### config.mk
export PLATFORM = sky130hd
export DESIGN_NAME = venom_scheduler
export DESIGN_NICKNAME = d
export VERILOG_FILES = /design/src/rtl/venom_scheduler.sv
export SDC_FILE = /design/constraint.sdc
export NUM_CORES = 1
export LEC_CHECK = 0
export CAP_MARGIN = 5
export CORE_ASPECT_RATIO = 0.75
export CORE_MARGIN = 2
export CORE_UTILIZATION = 48
export DETAILED_ROUTE_END_ITERATION = 16
export HOLD_SLACK_MARGIN = 0.03
export PLACE_DENSITY = 0.82
export SLEW_MARGIN = 0
export SYNTH_ARGS = -nofsm -noshare
export SYNTH_HDL_FRONTEND = slang
export SYNTH_SLANG_ARGS = --single-unit
### constraint.sdc
create_clock -name Clk -period 6.5 [get_ports Clk]
set_clock_uncertainty 0.05 [all_clocks]
set_input_delay 0.975 -clock Clk [delete_from_list [all_inputs] [get_ports Clk]]
set_output_delay 0.975 -clock Clk [all_outputs]
set_load 0.1 [all_outputs]
### src/rtl/venom_scheduler.sv
// venom_scheduler: fire-key edge detection, cooldown and ammo gating, and
// assignment of each accepted shot to the lowest free venom projectile slot.
module venom_scheduler #(
  parameter int unsigned MAX_AMMO        = 3,
  parameter int unsigned COOLDOWN_FRAMES = 8,
  parameter int unsigned REFILL_FRAMES   = 60,
  parameter logic [7:0]  FIRE_KEY        = 8'h2C
) (
  input  logic        Clk,
  input  logic        Reset,
  input  logic        frame_tick,
  input  logic        game_active,
  input  logic [15:0] keycode,
  input  logic [1:0]  motionFlag,
  input  logic [2:0]  slot_done,
  output logic [2:0]  launch,
  output logic [1:0]  launch_dir,
  output logic [2:0]  slot_busy,
  output logic [1:0]  ammo,
  output logic        cooldown_active,
  output logic        dry_fire
);

  localparam int CD_W = $clog2(COOLDOWN_FRAMES + 1);
  localparam int RF_W = $clog2(REFILL_FRAMES + 1);

  localparam logic [1:0]      AMMO_FULL = 2'(MAX_AMMO);
  localparam logic [CD_W-1:0] CD_LOAD   = CD_W'(COOLDOWN_FRAMES);
  localparam logic [CD_W-1:0] CD_ONE    = CD_W'(1);
  localparam logic [RF_W-1:0] RF_LAST   = RF_W'(REFILL_FRAMES - 1);
  localparam logic [RF_W-1:0] RF_ONE    = RF_W'(1);

  typedef enum logic [1:0] {
    IDLE     = 2'd0,
    FIRE     = 2'd1,
    COOLDOWN = 2'd2
  } stateT;

  stateT           state;
  stateT           stateNext;
  logic            keyMatch;
  logic            keyQ;
  logic            fireEdge;
  logic [2:0]      selOneHot;
  logic            canFire;
  logic            shot;
  logic            refillTick;
  logic [CD_W-1:0] cdCnt;
  logic [RF_W-1:0] rfCnt;

  assign keyMatch   = (keycode[15:8] == FIRE_KEY) | (keycode[7:0] == FIRE_KEY);
  assign fireEdge   = keyMatch & ~keyQ;
  assign canFire    = (ammo != 2'd0) && (selOneHot != 3'b000);
  assign shot       = |launch;
  assign refillTick = frame_tick && (ammo < AMMO_FULL) && (rfCnt == RF_LAST);

  assign cooldown_active = (state == COOLDOWN);

  // Previous key level; keeps tracking while the game is stopped so a held key never fires on start.
  always_ff @(posedge Clk or negedge Reset) begin
    if (!Reset) keyQ <= 1'b0;
    else        keyQ <= keyMatch;
  end

  // Lowest-index free slot as a one-hot vector (zero when all slots are in flight).
  always_comb begin
    selOneHot = 3'b000;
    if (!slot_busy[0])      selOneHot = 3'b001;
    else if (!slot_busy[1]) selOneHot = 3'b010;
    else if (!slot_busy[2]) selOneHot = 3'b100;
  end

  // FSM state register.
  always_ff @(posedge Clk or negedge Reset) begin
    if (!Reset) state <= IDLE;
    else        state <= stateNext;
  end

  // FSM next-state and launch/dry-fire decode; FIRE is a single-cycle state.
  always_comb begin
    stateNext = state;
    launch    = 3'b000;
    dry_fire  = 1'b0;
    case (state)
      IDLE: begin
        if (fireEdge) stateNext = FIRE;
      end
      FIRE: begin
        if (canFire) begin
          launch    = selOneHot;
          stateNext = COOLDOWN;
        end else begin
          dry_fire  = 1'b1;
          stateNext = IDLE;
        end
      end
      COOLDOWN: begin
        if (frame_tick && (cdCnt == CD_ONE)) stateNext = IDLE;
      end
      default: stateNext = IDLE;
    endcase
    if (!game_active) begin
      stateNext = IDLE;
      launch    = 3'b000;
      dry_fire  = 1'b0;
    end
  end

  // Cooldown frame counter, loaded on a shot and counted down by frame ticks.
  always_ff @(posedge Clk or negedge Reset) begin
    if (!Reset)                                  cdCnt <= '0;
    else if (!game_active)                       cdCnt <= '0;
    else if (shot)                               cdCnt <= CD_LOAD;
    else if ((state == COOLDOWN) && frame_tick)  cdCnt <= cdCnt - CD_ONE;
  end

  // Refill frame counter; idle at zero whenever the pool is full.
  always_ff @(posedge Clk or negedge Reset) begin
    if (!Reset)                 rfCnt <= '0;
    else if (!game_active)      rfCnt <= '0;
    else if (ammo == AMMO_FULL) rfCnt <= '0;
    else if (refillTick)        rfCnt <= '0;
    else if (frame_tick)        rfCnt <= rfCnt + RF_ONE;
  end

  // Ammo pool: a shot and a refill on the same edge cancel out.
  always_ff @(posedge Clk or negedge Reset) begin
    if (!Reset)            ammo <= AMMO_FULL;
    else if (!game_active) ammo <= AMMO_FULL;
    else                   ammo <= ammo - {1'b0, shot} + {1'b0, refillTick};
  end

  // Slot occupancy: retire requests clear, a launch sets the chosen free slot.
  always_ff @(posedge Clk or negedge Reset) begin
    if (!Reset)            slot_busy <= 3'b000;
    else if (!game_active) slot_busy <= 3'b000;
    else                   slot_busy <= (slot_busy & ~slot_done) | launch;
  end

  // Launch direction captured from the heading on each accepted shot.
  always_ff @(posedge Clk or negedge Reset) begin
    if (!Reset)    launch_dir <= 2'b00;
    else if (shot) launch_dir <= motionFlag;
  end

endmodule

==> flow_summary.toml <==
[routing]
drt_wl_total_mm = 2.504
drc = 0
routedWlPerCell_um = 14.39
detail-route-antenna-nets = 0
drt-initial-drc-count = 24
vias = 976
vias_per_cell = 5.609
first_pass_iters = 4

[timing]
holdWs_ps = 380.9
timing.fmax_ghz = 0.2270
setup_viol = 0
rsz0062_at_grt = "no"
worst_pin_slew_ps = 980.5
slew_headroom_pct = 34.43
hold_viol = 0
report.final.slew_viol_count = 0
timing.final.crit_period_ps = 4405
setup_tns_ps = 0
finalCritPeriodShare_pct = 67.76

[worst_setup_path]
cp-end-kind = "output pin"
cp-start-kind = "input pin"
critPathKind = "input pin to output pin"
cp.required_ps = 5470
crit_fanout = 9
cp_data_arrival_time_ps = 3380

[yosys]
synth_top_cell_by_area = "dfrtp_1"
synth_ff_type = "dfrtp_1"
syn_inst = 112
synth-edff-count = 0
ys_seq_area_share_pct = 44.72
synth_cell_types = 42
async_flop_share_pct = 100.0
netlist_top_cells_area = "dfrtp_1, ha_1, nor2_1"
synth_top_area_share_pct = 40.04
synth_seq_cells = 20
synth.most_common_cell = "dfrtp_1"
synth.avg_cell_area_um2 = 10.04
synthTopCellsByCount = "dfrtp_1, nor2_1, nand2_1"
syn_area_um2 = 1125
synth_warnings = 0
syn_nets = 142

[placement]
hpwlAfterDp_mm = 2.015
gp_congestion = 0.7970
io_buffer_count = 36

[final_layout]
drive_gt1_share_pct = 9.396
fin_util_pct = 67.78
diodes = 0
fin_nets = 181
synthToLayoutAreaGrowth_pct = 35.71

[floorplan]
coreArea_um2 = 2252
io_pins = 37
dieArea_um2 = 2751
die_h_um = 45.93
die_w_um = 59.90
num_rows = 15
start_util_pct = 49.94

[worst_hold_path]
hold_path_class = "flop to flop"

[power]
total_leakage_power_nw = 0.6487
vdd_drop_max_uv = 132.9
powerDensity_nw_per_um2 = 141.2

[cts]
cts_sinks = 20
tritoncts = "yes"
insertion_delay_ps = 300
htreeDepth = 1
cts.clk_slew.worst_paths_ps = 100
cts_buffers = 3
postCtsSetupBuffers = 0
cts_hold_buf = 0
clockRootBuffer = "clkbuf_4"
cts.repair.resized = 0
cts_buffer_depth = 2

[run]
cap_violations = 0

[global_route]
grt_pass1_wl_mm = 4.146
track_usage_pct = 20.82
grt_pass1_vias = 955
grt_antenna_before_repair = 0
grt_overflow_total = 0
grt_max_degree = 21

[outcome]
status = "completed"
[worst max-delay path, cell delays in order]
cell and delay (ps):
clkdlybuf4s50_1 650, nor2b_1 220, nand3_1 140, nor3b_2 230, clkdlybuf4s50_1 1170
[metrics by stage]
step	cells	cell area (µm²)	power, W	setup WS, ps
6_report	174	1526	0.0002155	2096
5_1_grt	174	1526	0.0002247	2002
4_1_cts	174	1526	0.0002178	2096
3_5_place_dp	171	1504	0.0001599	2106
3_3_place_gp	171	1504	0.0001593	2210
2_1_floorplan	112	1125	0.0001404	1964
[cell type report]
type	instances	area (µm²)
multi-input cells	84	586.8
fillers	189	725.7
repair buffers	36	360.3
inverters	6	22.52
clock buffers	3	22.52
well taps	25	31.28
flip-flops and latches	20	503.0
[where the power goes]
part	leakage [nW]	internal, W	switching [W]
registers	0.270	0.000125	0.000000605
logic	0.365	0.0000165	0.0000148
clock network	0.0138	0.0000216	0.0000366
[kinds of logic after synthesis]
group	Yosys count	synth area share [%]
AND/OR/NAND/NOR	53	27.48
flip-flops	20	44.72
XOR/XNOR	5	3.894
multiplexers	3	2.892
buffers and inverters	8	3.114
adder cells (fa/ha/maj)	5	5.562
AO/OA/AOI/OAI	18	12.35
[layout by cell type, fill, tap and decap left out, types with 2 or more instances in the layout]
cell type | netlist | layout
nand4_1 | 3 | 3
clkbuf_4 | 0 | 3
inv_1 | 5 | 5
nand2_1 | 9 | 9
clkdlybuf4s50_1 | 0 | 36
nand3_1 | 4 | 4
a311oi_1 | 2 | 2
nor2b_1 | 6 | 6
o21a_1 | 3 | 3
ha_1 | 5 | 5
nand2b_1 | 3 | 3
nor2_1 | 15 | 15
dfrtp_1 | 18 | 18
dfstp_2 | 2 | 2
mux2_1 | 2 | 2
nor4b_2 | 2 | 2
xor2_1 | 3 | 3
xnor2_1 | 2 | 2
a21oi_1 | 3 | 3
[sequential cells by signal (all words and copies together) (netlist names)]
| register | flops |
|---|---|
| slot_busy | 3 |
| launch_dir | 2 |
| keyQ | 1 |
| rfCnt | 6 |
| cdCnt | 4 |
| state | 2 |
| ammo | 2 |
[routing by layer]
metal,track usage [%],part of all wire (%),vias to the layer above
met5,0,0,-
met1,25.97,46,472
met2,34.35,47,29
met4,4.889,0.84,0
met3,7.955,6.3,4
li1,-,-,471
[path summary, 6_finish.rpt]
kind / end / cells after the start / startpoint / slack (ps)
min reg2reg: state[0] / 1 / keyQ / 380
min in group asynchronous: cdCnt[2] / 1 / Reset / 1110
max in group asynchronous: slot_busy[0] / 1 / Reset / 4760
min: state[0] / 1 / keyQ / 380
max: launch[2] / 5 / game_active / 2100
max reg2reg: ammo[1] / 10 / rfCnt[0] / 4100
No activity file was read; power rests on OpenSTA's default activity.
